[src/rtl/bus_pkg.sv]
// Shared constants for the 65816 bus wait sequencer: device indices, FSM states
// and the helper that tells whether a given device's select is still asserted.
package bus_pkg;

  localparam int WAIT_W_DEF = 4;

  localparam logic [2:0] DEV_EXP  = 3'd0;
  localparam logic [2:0] DEV_AIA  = 3'd1;
  localparam logic [2:0] DEV_VIA1 = 3'd2;
  localparam logic [2:0] DEV_VIA2 = 3'd3;
  localparam logic [2:0] DEV_XIA  = 3'd4;
  localparam logic [2:0] DEV_SIA  = 3'd5;
  localparam logic [2:0] DEV_RAM  = 3'd6;
  localparam logic [2:0] DEV_NONE = 3'd7;

  typedef enum logic [1:0] {
    ST_IDLE = 2'd0,
    ST_WAIT = 2'd1,
    ST_EXT  = 2'd2
  } state_t;

  // io_sel_n is ordered {exp,aia,via1,via2,xia,sia}, so device d sits at bit 5-d.
  function automatic logic dev_selected(input logic [2:0] dev,
                                        input logic [3:0] ram_n,
                                        input logic [5:0] io_sel_n);
    logic sel;
    sel = 1'b0;
    case (dev)
      DEV_EXP:  sel = ~io_sel_n[5];
      DEV_AIA:  sel = ~io_sel_n[4];
      DEV_VIA1: sel = ~io_sel_n[3];
      DEV_VIA2: sel = ~io_sel_n[2];
      DEV_XIA:  sel = ~io_sel_n[1];
      DEV_SIA:  sel = ~io_sel_n[0];
      DEV_RAM:  sel = ~&ram_n;
      default:  sel = 1'b0;
    endcase
    return sel;
  endfunction

endpackage

[src/rtl/bus_wait_select.sv]
// Combinational priority select of the active-low chip selects into the
// winning device, its stretch count and whether it is the expansion slot.
module bus_wait_select
  import bus_pkg::*;
#(
  parameter int WAIT_W   = WAIT_W_DEF,
  parameter int WAIT_RAM = 0,
  parameter int WAIT_EXP = 2,
  parameter int WAIT_AIA = 3,
  parameter int WAIT_VIA = 1,
  parameter int WAIT_XIA = 1,
  parameter int WAIT_SIA = 2
) (
  input  logic [3:0]        i_ram_n,
  input  logic [5:0]        i_io_sel_n,
  output logic              o_hit,
  output logic              o_is_exp,
  output logic [2:0]        o_dev,
  output logic [WAIT_W-1:0] o_wait_count
);

  // Priority: exp > aia > via1 > via2 > xia > sia > ram.
  always_comb begin
    o_dev        = DEV_NONE;
    o_wait_count = '0;
    if (!i_io_sel_n[5]) begin
      o_dev        = DEV_EXP;
      o_wait_count = WAIT_W'(WAIT_EXP);
    end else if (!i_io_sel_n[4]) begin
      o_dev        = DEV_AIA;
      o_wait_count = WAIT_W'(WAIT_AIA);
    end else if (!i_io_sel_n[3]) begin
      o_dev        = DEV_VIA1;
      o_wait_count = WAIT_W'(WAIT_VIA);
    end else if (!i_io_sel_n[2]) begin
      o_dev        = DEV_VIA2;
      o_wait_count = WAIT_W'(WAIT_VIA);
    end else if (!i_io_sel_n[1]) begin
      o_dev        = DEV_XIA;
      o_wait_count = WAIT_W'(WAIT_XIA);
    end else if (!i_io_sel_n[0]) begin
      o_dev        = DEV_SIA;
      o_wait_count = WAIT_W'(WAIT_SIA);
    end else if (!(&i_ram_n)) begin
      o_dev        = DEV_RAM;
      o_wait_count = WAIT_W'(WAIT_RAM);
    end
  end

  assign o_hit    = (o_dev != DEV_NONE);
  assign o_is_exp = (o_dev == DEV_EXP);

endmodule

[src/rtl/bus_wait_sequencer.sv]
// Drives 65816 RDY low to stretch bus cycles to slow peripherals and the expansion slot.
// Optional feature: define BUS_TIMEOUT_EN to bound the expansion-slot handshake.
module bus_wait_sequencer
  import bus_pkg::*;
#(
  parameter int         WAIT_W      = WAIT_W_DEF,
  parameter int         WAIT_RAM    = 0,
  parameter int         WAIT_EXP    = 2,
  parameter int         WAIT_AIA    = 3,
  parameter int         WAIT_VIA    = 1,
  parameter int         WAIT_XIA    = 1,
  parameter int         WAIT_SIA    = 2,
  parameter logic [7:0] TIMEOUT_CYC = 8'd255
) (
  input  logic       i_phi2,
  input  logic       i_reset_n,
  input  logic       i_valid_address,
  input  logic       i_read_write,
  input  logic [3:0] i_ram_n,
  input  logic [5:0] i_io_sel_n,
  input  logic       i_exp_rdy_n,
  output logic       o_rdy,
  output logic       o_wait_active,
  output logic       o_last_rw,
  output logic       o_timeout_irq_n,
  input  logic       i_timeout_clr
);

  localparam int WAIT_MAX = (1 << WAIT_W) - 1;

  if (WAIT_RAM > WAIT_MAX || WAIT_EXP > WAIT_MAX || WAIT_AIA > WAIT_MAX ||
      WAIT_VIA > WAIT_MAX || WAIT_XIA > WAIT_MAX || WAIT_SIA > WAIT_MAX) begin : g_wait_range
    $error("bus_wait_sequencer: a wait parameter does not fit in WAIT_W bits");
  end

  state_t            r_state;
  state_t            w_state_next;
  logic [WAIT_W-1:0] r_cnt;
  logic [WAIT_W-1:0] w_cnt_next;
  logic              r_rdy;
  logic              w_rdy_next;
  logic              r_last_rw;
  logic              w_last_rw_next;
  logic [2:0]        r_dev;
  logic [2:0]        w_dev_next;

  logic              w_hit;
  logic              w_is_exp;
  logic [2:0]        w_dev;
  logic [WAIT_W-1:0] w_wait_count;
  logic              w_hit_valid;
  logic              w_abort;

  bus_wait_select #(
    .WAIT_W  (WAIT_W),
    .WAIT_RAM(WAIT_RAM),
    .WAIT_EXP(WAIT_EXP),
    .WAIT_AIA(WAIT_AIA),
    .WAIT_VIA(WAIT_VIA),
    .WAIT_XIA(WAIT_XIA),
    .WAIT_SIA(WAIT_SIA)
  ) u_select (
    .i_ram_n     (i_ram_n),
    .i_io_sel_n  (i_io_sel_n),
    .o_hit       (w_hit),
    .o_is_exp    (w_is_exp),
    .o_dev       (w_dev),
    .o_wait_count(w_wait_count)
  );

  assign w_hit_valid = i_valid_address & w_hit;
  // A stretch is abandoned as soon as the CPU drops the access it was holding.
  assign w_abort     = ~i_valid_address | ~dev_selected(r_dev, i_ram_n, i_io_sel_n);

`ifdef BUS_TIMEOUT_EN
  logic [7:0] r_tcnt;
  logic       r_timeout_irq_n;
  logic       w_ext_entry;
  logic       w_timeout;
`endif

  always_comb begin
    w_state_next   = r_state;
    w_cnt_next     = r_cnt;
    w_rdy_next     = r_rdy;
    w_last_rw_next = r_last_rw;
    w_dev_next     = r_dev;
`ifdef BUS_TIMEOUT_EN
    w_ext_entry    = 1'b0;
    w_timeout      = 1'b0;
`endif
    case (r_state)
      ST_IDLE: begin
        w_rdy_next = 1'b1;
        if (w_hit_valid && (w_wait_count != '0)) begin
          w_state_next   = ST_WAIT;
          w_cnt_next     = w_wait_count - WAIT_W'(1);
          w_rdy_next     = 1'b0;
          w_last_rw_next = i_read_write;
          w_dev_next     = w_dev;
        end else if (w_hit_valid && w_is_exp) begin
          w_state_next   = ST_EXT;
          w_rdy_next     = 1'b0;
          w_last_rw_next = i_read_write;
          w_dev_next     = w_dev;
`ifdef BUS_TIMEOUT_EN
          w_ext_entry    = 1'b1;
`endif
        end
      end
      ST_WAIT: begin
        if (w_abort) begin
          w_state_next = ST_IDLE;
          w_rdy_next   = 1'b1;
        end else if (r_cnt != '0) begin
          w_cnt_next = r_cnt - WAIT_W'(1);
        end else if (r_dev == DEV_EXP) begin
          w_state_next = ST_EXT;
`ifdef BUS_TIMEOUT_EN
          w_ext_entry  = 1'b1;
`endif
        end else begin
          w_state_next = ST_IDLE;
          w_rdy_next   = 1'b1;
        end
      end
      ST_EXT: begin
        if (w_abort || i_exp_rdy_n) begin
          w_state_next = ST_IDLE;
          w_rdy_next   = 1'b1;
        end
`ifdef BUS_TIMEOUT_EN
        else if (r_tcnt == (TIMEOUT_CYC - 8'd1)) begin
          w_state_next = ST_IDLE;
          w_rdy_next   = 1'b1;
          w_timeout    = 1'b1;
        end
`endif
      end
      default: begin
        w_state_next = ST_IDLE;
        w_rdy_next   = 1'b1;
      end
    endcase
  end

  always_ff @(posedge i_phi2 or negedge i_reset_n) begin
    if (!i_reset_n) begin
      r_state   <= ST_IDLE;
      r_cnt     <= '0;
      r_rdy     <= 1'b1;
      r_last_rw <= 1'b1;
      r_dev     <= DEV_NONE;
    end else begin
      r_state   <= w_state_next;
      r_cnt     <= w_cnt_next;
      r_rdy     <= w_rdy_next;
      r_last_rw <= w_last_rw_next;
      r_dev     <= w_dev_next;
    end
  end

`ifdef BUS_TIMEOUT_EN
  // A timeout on the same edge as a clear keeps the flag asserted.
  always_ff @(posedge i_phi2 or negedge i_reset_n) begin
    if (!i_reset_n) begin
      r_tcnt          <= 8'd0;
      r_timeout_irq_n <= 1'b1;
    end else begin
      if (w_ext_entry) begin
        r_tcnt <= 8'd0;
      end else if (r_state == ST_EXT) begin
        r_tcnt <= r_tcnt + 8'd1;
      end
      if (w_timeout) begin
        r_timeout_irq_n <= 1'b0;
      end else if (i_timeout_clr) begin
        r_timeout_irq_n <= 1'b1;
      end
    end
  end

  assign o_timeout_irq_n = r_timeout_irq_n;
`else
  logic w_unused;
  assign w_unused        = ^{i_timeout_clr, TIMEOUT_CYC};
  assign o_timeout_irq_n = 1'b1;
`endif

  assign o_rdy         = r_rdy;
  assign o_wait_active = (r_state != ST_IDLE);
  assign o_last_rw     = r_last_rw;

endmodule

[config.mk]
export PLATFORM = sky130hd
export DESIGN_NAME = bus_wait_sequencer
export DESIGN_NICKNAME = d
export VERILOG_FILES = /design/src/rtl/bus_pkg.sv /design/src/rtl/bus_wait_select.sv /design/src/rtl/bus_wait_sequencer.sv
export SDC_FILE = /design/constraint.sdc
export NUM_CORES = 1
export LEC_CHECK = 0
export CAP_MARGIN = 20
export CORE_AREA = 2 2 43 45
export DETAILED_ROUTE_END_ITERATION = 6
export DIE_AREA = 0 0 45 47
export GPL_ROUTABILITY_DRIVEN = 0
export PLACE_DENSITY = 0.73
export SLEW_MARGIN = 20
export SYNTH_ARGS = -nofsm -noshare
export SYNTH_HDL_FRONTEND = slang
export SYNTH_SLANG_ARGS = --single-unit
[constraint.sdc]
create_clock -name i_phi2 -period 5 [get_ports i_phi2]
set_input_delay 1.25 -clock i_phi2 [delete_from_list [all_inputs] [get_ports i_phi2]]
set_output_delay 1.25 -clock i_phi2 [all_outputs]
set_load 0.02 [all_outputs]
==> results by group, run 1 <==
Worst setup path
  – Worst path required time: 5150 ps
  – Crit path kind: input port to flip-flop
  – WP data arrival: 2990 ps
  – Crit path launch type: input port
  – CP endpoint kind: flip-flop
  – Buf/Inv on CP: 1
  – WP depth: 6
  – Worst path cell trace: clkdlybuf4s50_1 -> and4_1 -> a211oi_1 -> o2111ai_2 -> o21ai_4 -> mux2_1
  – Worst r2r path cells: 5
  – Top cell family by delay on the critical path: compound AO/OA/AOI/OAI gates
  – Worst path slowest cell: clkdlybuf4s50_1
  – Crit-path max cell delay: around 390 ps
  – Worst Path Max Fanout: 5
  – Flop-to-flop setup slack: just over 3000 ps

Flow run
  – Max cap viols: 0

Detailed routing
  – DR WL/cell: roughly 13 µm
  – Vias/cell: 5.59
  – 1st-iter DRT viols: 3
  – Vias: around 590
  – # DRC: 0
  – Drt first pass iters: 3
  – Final WL: 1370 µm
  – ANT nets after route: 0

GRT
  – Total track usage: 0.157
  – Largest net degree at the start of global routing: 12
  – Total gr overflow: 0
  – First-pass GRT wire length: approximately 2400 µm
  – Initial antenna violation count: 0
  – Vias in the first global route: 571

CTS
  – CTS tree: built
  – Worst skew pair latency: 260 ps
  – Clock-pin slew on the worst setup and hold paths: around 70 ps
  – Inserted Clock Buffers: 3
  – Post-CTS setup buffers: 0
  – Clk buf depth: 2
  – Root buffer cell: clkbuf_4
  – Cts hold-fix bufs: 0
  – Clock sinks: 11
  – Resize count post-CTS: 0
  – H-tree depth: 1

Power and ir drop
  – Peak supply drop: 0.000235 V
  – Psw: around 170 µW
  – Sequential group share of total power: 0.381
  – P_int: 268 µW
  – Clock power share: 0.139
  – Switching share of power: 0.386
  – Comb power frac: 0.481
  – PD cells: ~480 nW/µm²
  – LEAKAGE: roughly 0.36 nW

STA
  – Worst clock skew: approximately 1.6 ps
  – Final cycle utilization of the critical path: 0.567
  – Fin. max-slew vios: 0
  – Hold Violations, Final: 0
  – Setup TNS: 0 ps
  – # setup viols final: 0
  – F_max: 353 MHz
  – Unrepaired setup endpoints after global routing: false
  – Final setup margin: between 2000 and 2500 ps
  – Tmin final: ~2800 ps

Floorplan
  – DIE WIDTH: 45 µm
  – Row cnt: 15
  – Ports: 20
  – Die footprint: approximately 2100 µm²
  – Die Span Y: about 47 µm
  – Initial Util: 0.425
  – Core area: between 1500 and 2000 µm²

Placed design
  – Setup WS pre-CTS: ~1900 ps
  – Dpl hpwl: approximately 1100 µm
  – Number of buffers added on ports: 17

Synth
  – Yosys cell types: 39
  – Synth Area in XOR/XNOR: 0
  – Post-synthesis adder-cell area fraction: 0.0178
  – Gate Count Post-Synth: 69
  – Largest cells by area after synthesis: dfrtp_1 21%, dfstp_2 19%, mux2i_1 4.3%
  – Commonest register cell after synthesis: dfrtp_1
  – Post-Synth Simple-Gate Area: 0.178
  – Post-synthesis mux area share: 0.0749
  – Synth cell count leaders: 6 x dfrtp_1, 6 x o21ai_0, 5 x dfstp_2, 5 x inv_1, 4 x nand2_1
  – Combinational family with the most area after synthesis: compound AO/OA/AOI/OAI gates
  – Synth top area share: 0.214
  – Netlist Area Pre-Place: 702 µm²
  – Ys async rst share: 1.00
  – Register area share after synthesis: 0.401
  – Largest area contributor in the netlist: dfrtp_1
  – Complex-gate fraction of the synthesized area: 0.269
  – Number of flops mapped to enable cells by yosys: 0
  – Synth Area per Inst: 10.2 µm²
  – Register bit total from synthesis: 11
  – Post-Syn Nets: 86
  – Synth warn: 0

Worst hold path
  – Hold depth: 2
  – Hold Path Class: flip-flop to flip-flop

Finish
  – Layout cells sized above 1: 0.170
  – Total Nets Final: about 110
  – N_diodes: 0
  – Storage cell area: between 200 and 300 µm²
  – Area Growth Syn to Fin: 28.3%
  – Fillers: about 150
  – Multi-input gate area: between 300 and 400 µm²

Outcome
  – Outcome: completed
==> per-layer routing <==
layer,part of all wire,wire [µm],global-route usage
met1,0.46,625,0.179
met2,0.50,684,0.277
met3,0.037,51,0.0577
met4,0.0058,8,0.0471
met5,0,0,0
==> registers in the layout (all words and copies together) (netlist names) <==
| register | cells |
|---|---|
| o_rdy | 1 |
| r_state | 2 |
| r_cnt | 4 |
| o_last_rw | 1 |
| r_dev | 3 |
==> tightest hold or removal path, stage by stage (launching register included) <==
cell,delay (ps)
dfstp_2,390
nand2_1,50
o21ai_0,70
==> per-stage QoR <==
stage | power (mW) | cells | cell area, µm² | hold slack [ps] | utilization
floorplan | 0.317 | 69 | 702 | 473 | -
global placement | 0.372 | 101 | 875 | 489 | 0.530
detailed placement | 0.379 | 101 | 875 | 494 | 0.530
CTS | 0.441 | 105 | 901 | 510 | 0.545
global route | 0.474 | 105 | 901 | 536 | 0.545
finish | 0.436 | 105 | 901 | 505 | 0.545
==> cell families after synthesis <==
kind of cell,Yosys count
compound gates,23
simple gates,21
flops,11
buf+inv,7
mux,5
fa+ha+maj,1
other cells,1
==> path summary, 6_finish.rpt <==
path | startpoint | endpoint
hold reg to reg | r_dev[2] | r_dev[2]
setup reg to reg | r_dev[1] | r_cnt[0]
min in group asynchronous | i_reset_n | r_cnt[3]
hold / removal | r_dev[2] | r_dev[2]
max in group asynchronous | i_reset_n | r_dev[1]
setup / recovery | i_ram_n[2] | r_cnt[0]
==> placed cells by master (no fill, tap or decap), types with 2 or more instances in the layout <==
cell type / netlist / layout
o21ai_0: 6 / 6
nor2b_1: 2 / 2
dfrtp_1: 6 / 6
or3_1: 3 / 3
mux2i_1: 3 / 3
clkdlybuf4s50_1: 0 / 17
a21oi_1: 3 / 3
dfstp_2: 5 / 5
nor2_1: 2 / 2
nand2_1: 4 / 4
inv_1: 5 / 5
clkbuf_4: 0 / 3
nand3_1: 2 / 2
==> power by group through the flow <==
stage | Clock [mW] | Combinational, mW | Sequential [mW]
CTS | 0.0627 | 0.212 | 0.166
finish | 0.0604 | 0.210 | 0.166
global route | 0.0668 | 0.235 | 0.172
floorplan | 0 | 0.150 | 0.167
global placement | 0 | 0.206 | 0.166
detailed placement | 0 | 0.212 | 0.167
==> final cells by class <==
cell class                      count  share of cell area
Clock buffer                        4              0.0292
Tap cell                           17              0.0236
Timing Repair Buffer               17               0.189
Sequential cell                    11               0.312
Multi-Input combinational cell     51               0.425
Inverter                            5              0.0208
(Power assumes the default switching activity.)
==> inputs of run 2 (changes only) <==
--- a/config.mk
+++ b/config.mk
@@ -6,11 +6,11 @@
 export NUM_CORES = 1
 export LEC_CHECK = 0
 export CAP_MARGIN = 20
-export CORE_AREA = 2 2 43 45
+export CORE_AREA = 2 2 45 47
 export DETAILED_ROUTE_END_ITERATION = 6
-export DIE_AREA = 0 0 45 47
+export DIE_AREA = 0 0 47 49
 export GPL_ROUTABILITY_DRIVEN = 0
-export PLACE_DENSITY = 0.73
+export PLACE_DENSITY = 0.7
 export SLEW_MARGIN = 20
 export SYNTH_ARGS = -nofsm -noshare
 export SYNTH_HDL_FRONTEND = slang
==> constraint.sdc (replaced) <==
create_clock -name i_phi2 -period 2.5 [get_ports i_phi2]
set_input_delay 0.625 -clock i_phi2 [delete_from_list [all_inputs] [get_ports i_phi2]]
set_output_delay 0.625 -clock i_phi2 [all_outputs]
set_load 0.02 [all_outputs]
==> results by group, run 2 (synthesis gave the netlist of run 1 again) <==
Outcome
  – Outcome: completed

Finish
  – Total Nets Final: 110 (+3.8%)
  – Layout cells sized above 1: 0.207 (+0.0361)
  – Fillers: 189 (+27%)
  – Biggest register: r_cnt
  – Most common library cell in the layout ignoring fill and taps: clkdlybuf4s50_1
  – Final core utilization: 0.512 (-0.0332)
  – Largest registers: r_cnt: 4 flops, r_dev: 3 flops, r_state: 2 flops
  – Area Growth Syn to Fin: 34.4%
  – N_diodes: 0 (unchanged)
  – Max reg flops: 4 (unchanged)
  – Most frequent cells in the layout: 17 x clkdlybuf4s50_1, 6 x o21ai_0, 6 x dfrtp_1, 5 x inv_1, 5 x dfstp_2

Worst setup path
  – Worst path cell trace: or2_2 -> clkdlybuf4s50_1
  – RR Endpoint: r_cnt[0]
  – Worst path required time: 1880 ps (-3270 ps)
  – Critical Path Start: r_state[1]
  – WP data arrival: 1550 ps (-1440 ps)
  – Worst path slowest cell: clkdlybuf4s50_1
  – Crit path launch type: flip-flop
  – Worst R2R Start: r_dev[1]
  – Buf/Inv on CP: 1 (unchanged)
  – CP endpoint kind: output port
  – Worst r2r path cells: 5 (unchanged)
  – Flop-to-flop setup slack: 630 ps (-2480 ps)
  – Crit path kind: flip-flop to output port
  – Crit-path max cell delay: 530 ps (+140 ps)
  – Worst Path Max Fanout: 6 (+1)
  – Top cell family by delay on the critical path: buffers and inverters

Worst hold path
  – Hold Path Class: flip-flop to flip-flop
  – Hold Path End: r_dev[2]
  – Hold depth: 2 (unchanged)
  – Hold_sp: r_dev[2]

Floorplan
  – Core area: 1840 µm² (+12%)
  – Initial Util: 0.381 (-0.0439)
  – Die footprint: 2300 µm² (+8.9%)
  – Row cnt: 16 (+1)
  – Die Span Y: 49 µm (+4.3%)
  – Ports: 20 (unchanged)
  – DIE WIDTH: 47 µm (+4.4%)

GRT
  – Total track usage: 0.161 (+0.00364)
  – Largest net degree at the start of global routing: 12 (unchanged)
  – Initial antenna violation count: 0 (unchanged)
  – First-pass GRT wire length: 2680 µm (+13%)
  – Vias in the first global route: 617 (+8.1%)
  – Total gr overflow: 0 (unchanged)

STA
  – Setup TNS: 0 ps (unchanged)
  – Fin. max-slew vios: 0 (unchanged)
  – Slew @ Worst Pin: around 500 ps
  – Slew HR: 0.667
  – F_max: roughly 460 MHz
  – Tmin final: around 2200 ps
  – Final cycle utilization of the critical path: 0.871
  – Hold Violations, Final: 0 (unchanged)
  – Unrepaired setup endpoints after global routing: false
  – Final setup margin: 323 ps (-1840 ps)
  – # setup viols final: 0 (unchanged)
  – Worst clock skew: 7.69 ps (+6.12 ps)

Detailed routing
  – # DRC: 0 (unchanged)
  – Vias: 599 (+2.0%)
  – Final WL: 1470 µm (+7.3%)
  – Vias/cell: 5.03 (-10%)
  – ANT nets after route: 0 (unchanged)
  – 1st-iter DRT viols: 8 (+5)
  – Drt first pass iters: 4 (+1)
  – DR WL/cell: 12.3 µm (-5.3%)

CTS
  – Cts hold-fix bufs: 0 (unchanged)
  – Clock sinks: 11 (unchanged)
  – Root buffer cell: clkbuf_4
  – Clk buf depth: 2 (unchanged)
  – CTS tree: built
  – Inserted Clock Buffers: 3 (unchanged)
  – Worst skew pair latency: 270 ps (about the same)
  – H-tree depth: 1 (unchanged)
  – Clock-pin slew on the worst setup and hold paths: 70 ps (about the same)
  – Resize count post-CTS: 0 (unchanged)
  – Post-CTS setup buffers: 0 (unchanged)

Flow run
  – Max cap viols: 0 (unchanged)

Power and ir drop
  – Peak supply drop: 0.000563 V (+140%)
  – PD cells: 956 nW/µm² (+98%)
  – LEAKAGE: 0.376 nW (+5.0%)

Placed design
  – Number of buffers added on ports: 17 (unchanged)
  – Dpl hpwl: 1150 µm (+5.0%)
  – Setup WS pre-CTS: 54.4 ps (-1800 ps)
[run 2: per-layer routing]
metal	share of wire	routed length, µm	GRT usage
met1	0.44	652	0.190
met2	0.51	751	0.263
met3	0.027	40	0.0556
met4	0.017	25	0.0556
met5	0	0	0
[run 2: tightest hold or removal path: stages (launching register included)]
cell     delay, ps
dfstp_2        390
nand2_1         50
o21ai_0         70
[run 2: metrics by stage]
stage / cells / total power [mW] / cell area, µm² / hold slack (ps)
after global routing: 119 / 0.974 / 943 / 548
final: 119 / 0.902 / 943 / 520
after floorplan: 69 / 0.634 / 702 / 329
after CTS: 119 / 0.909 / 943 / 517
after global placement: 115 / 0.770 / 917 / 490
after detailed placement: 115 / 0.780 / 917 / 498
[run 2: cell type report]
| class | count | area, µm² | area share |
|---|---|---|---|
| sequential | 11 | 282 | 0.298 |
| tap | 27 | 33.8 | 0.0358 |
| multi-input combinational | 51 | 383 | 0.406 |
| timing repair buffer | 21 | 200 | 0.212 |
| inverter | 5 | 18.8 | 0.0199 |
| clock buffer | 4 | 26.3 | 0.0279 |
[run 2: power by group]
group	leakage (nW)	total, mW	switching, mW	internal (mW)
clock	0.0150	0.122	0.0598	0.0619
combinational	0.234	0.444	0.221	0.223
sequential	0.127	0.337	0.0681	0.269
total	0.376	0.902	0.349	0.554
[run 2: how the worst max path moves through the flow]
stage	to	slack, ps	cells after the start
6_report	o_wait_active	320	2
5_1_grt	r_cnt[2]	190	8
4_1_cts	o_wait_active	310	2
3_5_place_dp	r_cnt[0]	50	6
3_3_place_gp	r_cnt[0]	60	6
2_1_floorplan	r_cnt[0]	550	5
